<file path="src/rtl/bcd_scan_display.sv">
// Time-multiplexed three-digit seven-segment scanner with frame-aligned value adoption.
// Optional leading-zero blanking of tens/hundreds is enabled by defining SEVSEG_LZB_EN.
module bcd_scan_display #(
    parameter int REFRESH_DIV = 50000,
    parameter int GAP_CYCLES  = 16
) (
    input  logic       clk,
    input  logic       rst,
    input  logic       load,
    input  logic [3:0] ones,
    input  logic [3:0] tens,
    input  logic [1:0] hundreds,
    output logic [2:0] an,
    output logic [6:0] seg,
    output logic       frame_done,
    output logic       load_pending
);

    localparam int MAX_SLOT = (REFRESH_DIV > GAP_CYCLES) ? REFRESH_DIV : GAP_CYCLES;
    localparam int CNT_W    = $clog2(MAX_SLOT + 1);

    localparam logic [CNT_W-1:0] GAP_LAST = CNT_W'(GAP_CYCLES - 1);
    localparam logic [CNT_W-1:0] ON_LAST  = CNT_W'(REFRESH_DIV - 1);
    localparam logic [6:0]       SEG_DASH = 7'b1000000;

    typedef enum logic {
        S_GAP,
        S_ON
    } state_t;

    state_t           r_state;
    state_t           w_state_nxt;
    logic [CNT_W-1:0] r_cnt;
    logic [CNT_W-1:0] w_cnt_nxt;
    logic [1:0]       r_idx;
    logic [1:0]       w_idx_nxt;
    logic [9:0]       r_pending;
    logic [9:0]       r_shadow;
    logic [9:0]       w_shadow_nxt;
    logic             r_load_pending;
    logic             w_boundary;
    logic [3:0]       w_digit;
    logic             w_blank;
    logic [2:0]       r_an;
    logic [2:0]       w_an_nxt;
    logic [6:0]       r_seg;
    logic [6:0]       w_seg_nxt;
    logic             r_frame_done;

    function automatic logic [6:0] f_decode(input logic [3:0] d);
        case (d)
            4'd0:    f_decode = 7'b0111111;
            4'd1:    f_decode = 7'b0000110;
            4'd2:    f_decode = 7'b1011011;
            4'd3:    f_decode = 7'b1001111;
            4'd4:    f_decode = 7'b1100110;
            4'd5:    f_decode = 7'b1101101;
            4'd6:    f_decode = 7'b1111101;
            4'd7:    f_decode = 7'b0000111;
            4'd8:    f_decode = 7'b1111111;
            4'd9:    f_decode = 7'b1101111;
            default: f_decode = SEG_DASH;
        endcase
    endfunction

    // NOTE: every signal gets a default before the case so no latch is inferred.
    always_comb begin
        w_state_nxt = r_state;
        w_cnt_nxt   = r_cnt + 1'b1;
        w_idx_nxt   = r_idx;
        w_boundary  = 1'b0;
        case (r_state)
            S_GAP: if (r_cnt == GAP_LAST) begin
                w_state_nxt = S_ON;
                w_cnt_nxt   = '0;
                w_boundary  = (r_idx == 2'd0);
            end
            S_ON: if (r_cnt == ON_LAST) begin
                w_state_nxt = S_GAP;
                w_cnt_nxt   = '0;
                w_idx_nxt   = (r_idx == 2'd2) ? 2'd0 : r_idx + 2'd1;
            end
            default: w_state_nxt = S_GAP;
        endcase

        // The decode on the boundary edge must already see the adopted value.
        w_shadow_nxt = (w_boundary && r_load_pending) ? r_pending : r_shadow;

        case (w_idx_nxt)
            2'd0:    w_digit = w_shadow_nxt[3:0];
            2'd1:    w_digit = w_shadow_nxt[7:4];
            default: w_digit = (w_shadow_nxt[9:8] == 2'd3) ? 4'hF : {2'b00, w_shadow_nxt[9:8]};
        endcase

`ifdef SEVSEG_LZB_EN
        w_blank = ((w_idx_nxt == 2'd2) && (w_shadow_nxt[9:8] == 2'd0)) ||
                  ((w_idx_nxt == 2'd1) && (w_shadow_nxt[9:8] == 2'd0) && (w_shadow_nxt[7:4] == 4'd0));
`else
        w_blank = 1'b0;
`endif

        w_an_nxt  = 3'b111;
        w_seg_nxt = 7'b0000000;
        if (w_state_nxt == S_ON && !w_blank) begin
            w_an_nxt  = ~(3'b001 << w_idx_nxt);
            w_seg_nxt = f_decode(w_digit);
        end
    end

    always_ff @(posedge clk or posedge rst) begin
        if (rst) begin
            r_state <= S_GAP;
            r_cnt   <= '0;
            r_idx   <= 2'd0;
        end else begin
            // NOTE: sequential state uses non-blocking assignments so all registers update together.
            r_state <= w_state_nxt;
            r_cnt   <= w_cnt_nxt;
            r_idx   <= w_idx_nxt;
        end
    end

    always_ff @(posedge clk or posedge rst) begin
        if (rst) begin
            r_pending      <= '0;
            r_shadow       <= '0;
            r_load_pending <= 1'b0;
            r_an           <= 3'b111;
            r_seg          <= 7'b0000000;
            r_frame_done   <= 1'b0;
        end else begin
            r_shadow     <= w_shadow_nxt;
            r_an         <= w_an_nxt;
            r_seg        <= w_seg_nxt;
            r_frame_done <= w_boundary;
            // A load on the boundary edge stays pending for the following frame.
            if (load) begin
                r_pending      <= {hundreds, tens, ones};
                r_load_pending <= 1'b1;
            end else if (w_boundary) begin
                r_load_pending <= 1'b0;
            end
        end
    end

    assign an           = r_an;
    assign seg          = r_seg;
    assign frame_done   = r_frame_done;
    assign load_pending = r_load_pending;

endmodule

</file>
<file path="config.mk">
export PLATFORM = sky130hd
export DESIGN_NAME = bcd_scan_display
export DESIGN_NICKNAME = d
export VERILOG_FILES = /design/src/rtl/bcd_scan_display.sv
export SDC_FILE = /design/constraint.sdc
export NUM_CORES = 1
export LEC_CHECK = 0
export BUFFER_PORTS_ARGS = -buffer_cell sky130_fd_sc_hd__buf_4
export CORE_ASPECT_RATIO = 1.2
export CORE_MARGIN = 8
export CORE_UTILIZATION = 60
export CTS_BUF_LIST = sky130_fd_sc_hd__clkbuf_4 sky130_fd_sc_hd__clkbuf_8
export DETAILED_ROUTE_END_ITERATION = 8
export PLACE_DENSITY = 0.87
export SETUP_SLACK_MARGIN = 0.15
export SLEW_MARGIN = 20
export SYNTH_ARGS = -nofsm -noshare
export SYNTH_HDL_FRONTEND = slang
export SYNTH_SLANG_ARGS = --single-unit
</file>
<file path="constraint.sdc">
create_clock -name clk -period 4.3 [get_ports clk]
set_input_delay 0.645 -clock clk [delete_from_list [all_inputs] [get_ports clk]]
set_output_delay 0.645 -clock clk [all_outputs]
set_load 0.05 [all_outputs]
</file>
Word level (Yosys, flattened, before mapping):

Memory sizes are Yosys's and may differ from the RTL's.
Index checks and enable logic that the tools add are counted.

* memories: 1
* output and inout bits: 12
* bits of input ports: 13
* register bits: 51
* word-level logic and storage cells: 42
* bits in read-only memories: 112

* mux-type cells: 18
* equality and inequality tests: 5
* shifts and indexed selects: 1
* reduce and logical (&&, ||, !) cells: 4
* add/subtract/negate cells: 2
* bitwise logic cells: 2

Memories
* (name not given): depth 16, bits a word 7, rd ports 1, clocked after memory_dff 0, write ports 0, line 51 `case (d)`

Operators by type and width (number)
* $mux W16: 2
* $pmux W16 S2: 1
* $add A16 B1 Y16 const B: 1
* $eq A16 B16 Y1 const B: 1
* $eq A16 B4 Y1 const B: 1
* $mux W10: 1
* $pmux W4 S2: 1
* $mux W7: 1
* $mux W1: 6
* $mux W2: 3
* $eq A2 B2 Y1 const B: 2
* $logic_not A2 Y1: 2
* $mux W4: 1
* $mux W3: 1
* $not A3 Y3: 1
* $shl A1 B2 Y3 const A: 1
* $add A2 B1 Y2 const B: 1
* $eq A2 B1 Y1 const B: 1
* $pmux W1 S2: 1
* $reduce_bool A2 Y1: 1
* $logic_and A1 B1 Y1: 1
* $not A1 Y1: 1

Longest topological paths before layout:

An unclocked memory read counts as a cell.

* word-level depth: 10
* mapped depth: 14
* mapped depth without buffers: 11

Worst setup path after synthesis:

No wires, ideal clock.

* path kind: flip-flop to flip-flop
* from: register r_load_pending (netlist: load_pending)
* to: register r_seg[3] (netlist: seg[3])
* period minus slack after synthesis: 3170 ps
* library setup time: 82 ps
* path buffers: 1
* cell stages (with the launch flop): 11
* arrival time: 3088 ps
* data required time: 4218 ps
* slack: 1130 ps
* path through: dfrtp_1 nor4b_4 or3b_1 buf_6 o21ai_0 o211ai_1 nand3_1 inv_1 ha_1 or4_1 a31oi_1

* cells in the longest elaborated chain, start to end: 7

Ends and longest elaborated chain
* start, declared: line 40 `logic r_load_pending;`
* start signal, assigned: line 127 `r_load_pending <= 1'b0;`
* start signal, assigned: line 139 `r_load_pending <= 1'b1;`
* start signal, assigned: line 141 `r_load_pending <= 1'b0;`
* $logic_and A1 B1 Y1 *: line 87 `w_shadow_nxt = (w_boundary && r_load_pending) ? r_pending : r_shadow;`
* $mux W10 *: line 87
* $eq A2 B2 Y1: line 92 `default: w_digit = (w_shadow_nxt[9:8] == 2'd3) ? 4'hF : {2'b00, w_shadow_nxt[9:8]};`
* $mux W4: line 92
* $pmux W4 S2 *: line 89 `case (w_idx_nxt)`
* $mem_v2 Z16 W7 *
* $mux W7 *: line 104 `if (w_state_nxt == S_ON && !w_blank) begin`
* via w_seg_nxt[3]: line 47 `logic [6:0] w_seg_nxt;`
* end signal, assigned: line 134 `r_seg <= w_seg_nxt;`
* end, declared: line 46 `logic [6:0] r_seg;`

Mark *: on every way through the listed nets, which the timed path passes. The rest lies on a longest branch.
A chain may end at the register's enable or synchronous reset.

Worst setup path after layout:

* from: register r_idx[0]
* to: register r_seg[5] (netlist: seg[5])

* cells in the longest elaborated chain, start to end: 10
* elaborated cells on any way between the ends: 17
* those cells by class: add/sub (1); eq/ne (3); mux (9); reduce/logical (3); memory (1)

Ends and longest elaborated chain
* start, declared: line 35 `logic [1:0] r_idx;`
* start signal, assigned: line 119 `r_idx <= w_idx_nxt;`
* $logic_not A2 Y1: line 76 `w_boundary = (r_idx == 2'd0);`
* $mux W1: line 73 `S_GAP: if (r_cnt == GAP_LAST) begin`
* $mux W1: line 72 `case (r_state)`
* $logic_and A1 B1 Y1: line 87
* $mux W10: line 87
* $eq A2 B2 Y1: line 92
* $mux W4: line 92
* $pmux W4 S2 *: line 89
* $mem_v2 Z16 W7 *
* $mux W7 *: line 104
* via w_seg_nxt[5]: line 47

Marked as above.

==> metrics <==
status complete, no violations; die area 6499 um2; initial antenna violation count 0; largest net degree at the start of global routing 52; Routability Congestion 0.9005; vias post-DR 1892; CTS tree yes; Post-Syn Area 2501 um2; Worst EP arrival 3730 ps; reg2reg end seg[5]; buffer count from post-CTS setup fixing 0; multi-input logic area 1120 um2; setup TNS 0 ps; DRC viols 0; worst-path cell chain nor4b_4 > or3b_1 > o21ai_0 > o211ai_1 > nand3_1 > inv_1 > ha_1 > or4_1 > a31oi_1; Net Count, Synth 261; Synth area leaders dfrtp_1, mux2_2, nand3_1, dfstp_2, xor2_1; crit end category flip-flop; Final period util 81.28%; gr usage total 16.95%; Worst Path Max Fanout 10; root buffer cell clkbuf_8; yosys warns 0; Net Sw Frac 25.53%; layout cells sized above 1 19.85%; num ports 25; synth unique cells 39; final hold violation count 0; min Tclk post-route 3495 ps; Clock Power Share 34.1%; clock buffer depth 2; Rows 25; Layout Cells excl Fill 316; # clock sinks 51; combinational share of power 14.0%; drt total wl 5070 um; first-pass GRT wire length 8556 um; DR vias/cell 5.987; CTS clock-pin slew for the worst setup and hold paths 90 ps; per-cell routed wire length 16.04 um; worst slew pin tran 841.7 ps; Worst Hold Launch r_cnt[0]; Die H 86.73 um; synthesized flop and latch total 51; Starting Density 62.96%; fill cell count 301; f_max 286.1 MHz; Worst Path Required 4540 ps; total global routing overflow 0; sequential share of the synthesized area 51.18%; Finish-stage setup viols 0; Resize count post-CTS 0; worst hold path class reg -> reg; sequential fraction of design power 51.9%; Max stage delay on crit path 600 ps; Mapped Cells 242; hold endpoint r_cnt[0]; pre-CTS setup slack 901.5 ps; post-synth top area cell dfrtp_1; # diodes 0; Crit Path Category reg -> reg; H-tree depth 2; Post-CTS Hold Buffers 0; Syn Area/Cell 10.34 um2; VDD IR-drop max 0.0003130 V; FF-to-FF path depth 9; max-cap viol count 0; Power per Cell Area 358.3 nW/um2; Reg area 1280 um2; Slowest-stage cell, CP or3b_1; core area 3973 um2; Slew Viols, Final 0; net load switching power 256.8 uW; placed cells 308; DR iter-0 viols 142; Pleak 0.001299 uW; reg2reg start r_idx[0]; Skew-Pair Late Insertion Delay 310 ps; fin nets 280; CTS buffer count 5; area grow syn2layout 12.26%; WHS Path Cells 1; Die W 74.94 um; HPWL after DPL 3566 um; Buffers on Ports 24; Hold WS 465.1 ps; vias in the first global route 1866; final worst slack 804.9 ps; Final Util 70.68%; share of the synthesized area in the top cell type 48.02%; RSZ-0062 raised after global routing false; First-pass DRT Iterations 4; internal power 749.2 uW; worst rel slew slack 43.82%; flop2flop setup slack 800 ps; Buf/Inv on CP 1; delay-heaviest family, CP simple AND/OR/NAND/NOR gates; Worst Setup Start Kind flip-flop; clock skew 7.690 ps; number of routed nets with antenna violations 0
[layout by cell type (no fill, tap or decap), drive strengths merged, types with 2 or more instances in the layout]
cell type and instances:
dfrtp 48, buf 25, nand2 20, nand3 17, nor2 16, o21ai 12, mux2 11, xor2 9
nand4 9, and3 8, inv 8, o211ai 8, nor3 7, a21oi 6, ha 6, clkbuf 6
or4 5, xnor2 5, a31oi 5, nor4 3, or3 3, dfstp 3, or2 2, o211a 2
a211oi 2, o2111ai 2, o21bai 2, clkinv 2
[power by group through the flow]
stage / clock (uW) / combinational [uW] / sequential, uW
after detailed placement: 0 / 142 / 532
after global placement: 0 / 140 / 531
after floorplan: 0 / 61.5 / 568
after CTS: 347 / 142 / 522
final: 343 / 141 / 522
after global routing: 363 / 154 / 526
[synthesized netlist by cell type]
master / instances
o21ai_4: 1
a21o_1: 1
o31ai_1: 1
a21oi_1: 6
or4_1: 5
dfstp_2: 3
a311oi_1: 1
nand3_1: 17
ha_1: 6
o221ai_1: 1
or3_1: 3
o21ai_1: 2
a31oi_1: 5
o21ai_0: 9
mux2i_1: 1
o2111ai_1: 2
nor3_1: 7
clkbuf_1: 8
xor2_1: 9
or2_2: 2
a211oi_1: 2
inv_1: 9
o211ai_1: 8
o22ai_1: 1
dfrtp_1: 48
o21bai_1: 2
nor2_1: 16
nand4_1: 9
o211a_1: 2
mux2_2: 11
buf_6: 2
buf_2: 3
or3b_1: 1
and3_1: 8
a21boi_1: 1
nor4_1: 3
xnor2_1: 5
nand2_1: 20
nor4b_4: 1
[flip-flops by register name (all words and copies together) (netlist names)]
name,cells
r_state,1
r_shadow,10
r_idx,2
an,3
r_pending,10
load_pending,1
seg,7
frame_done,1
r_cnt,16
[layout make-up]
cell class,instances,share of cell area (%)
sequential,51,45.59
clock buffer,6,2.941
inverter,9,1.248
multi-input combinational,169,39.88
tap,54,2.406
timing repair buffer,25,6.684
clock inverter,2,1.248
[metal layers]
| layer | global-route usage [%] | part of all wire (%) | vias to the layer above |
|---|---|---|---|
| li1 | - | - | 910 |
| met1 | 22.39 | 46 | 913 |
| met2 | 25.35 | 46 | 55 |
| met3 | 4.388 | 5.7 | 14 |
| met4 | 6.964 | 2.3 | 0 |
| met5 | 0 | 0 | - |
[per-stage QoR]
stage / cell area (um2) / total power [uW]
after global routing: 2808 / 1043
after global placement: 2689 / 670.7
after detailed placement: 2689 / 673.3
after CTS: 2806 / 1011
final: 2808 / 1006
after floorplan: 2501 / 630.0
[worst max-delay path by stage]
stage                 start      to  cells after the start
6_report           r_idx[0]  seg[5]                      9
5_1_grt            r_idx[0]  seg[3]                      9
4_1_cts            r_idx[1]  seg[3]                      9
3_5_place_dp       r_idx[1]  seg[5]                      9
3_3_place_gp       r_idx[1]  seg[3]                      9
2_1_floorplan  load_pending  seg[3]                     10
[cells by family after synthesis]
family	count (synthesis)	share of synthesized area [%]
muxes	12	5.353
buffers and inverters	22	4.052
DFF	51	51.18
adders and majority gates	6	3.001
xor gates and xnor gates	14	4.903
AOI/OAI and AO/OA	45	12.26
and+or+nand+nor	92	19.26
No activity file was read; power rests on OpenSTA's default activity.
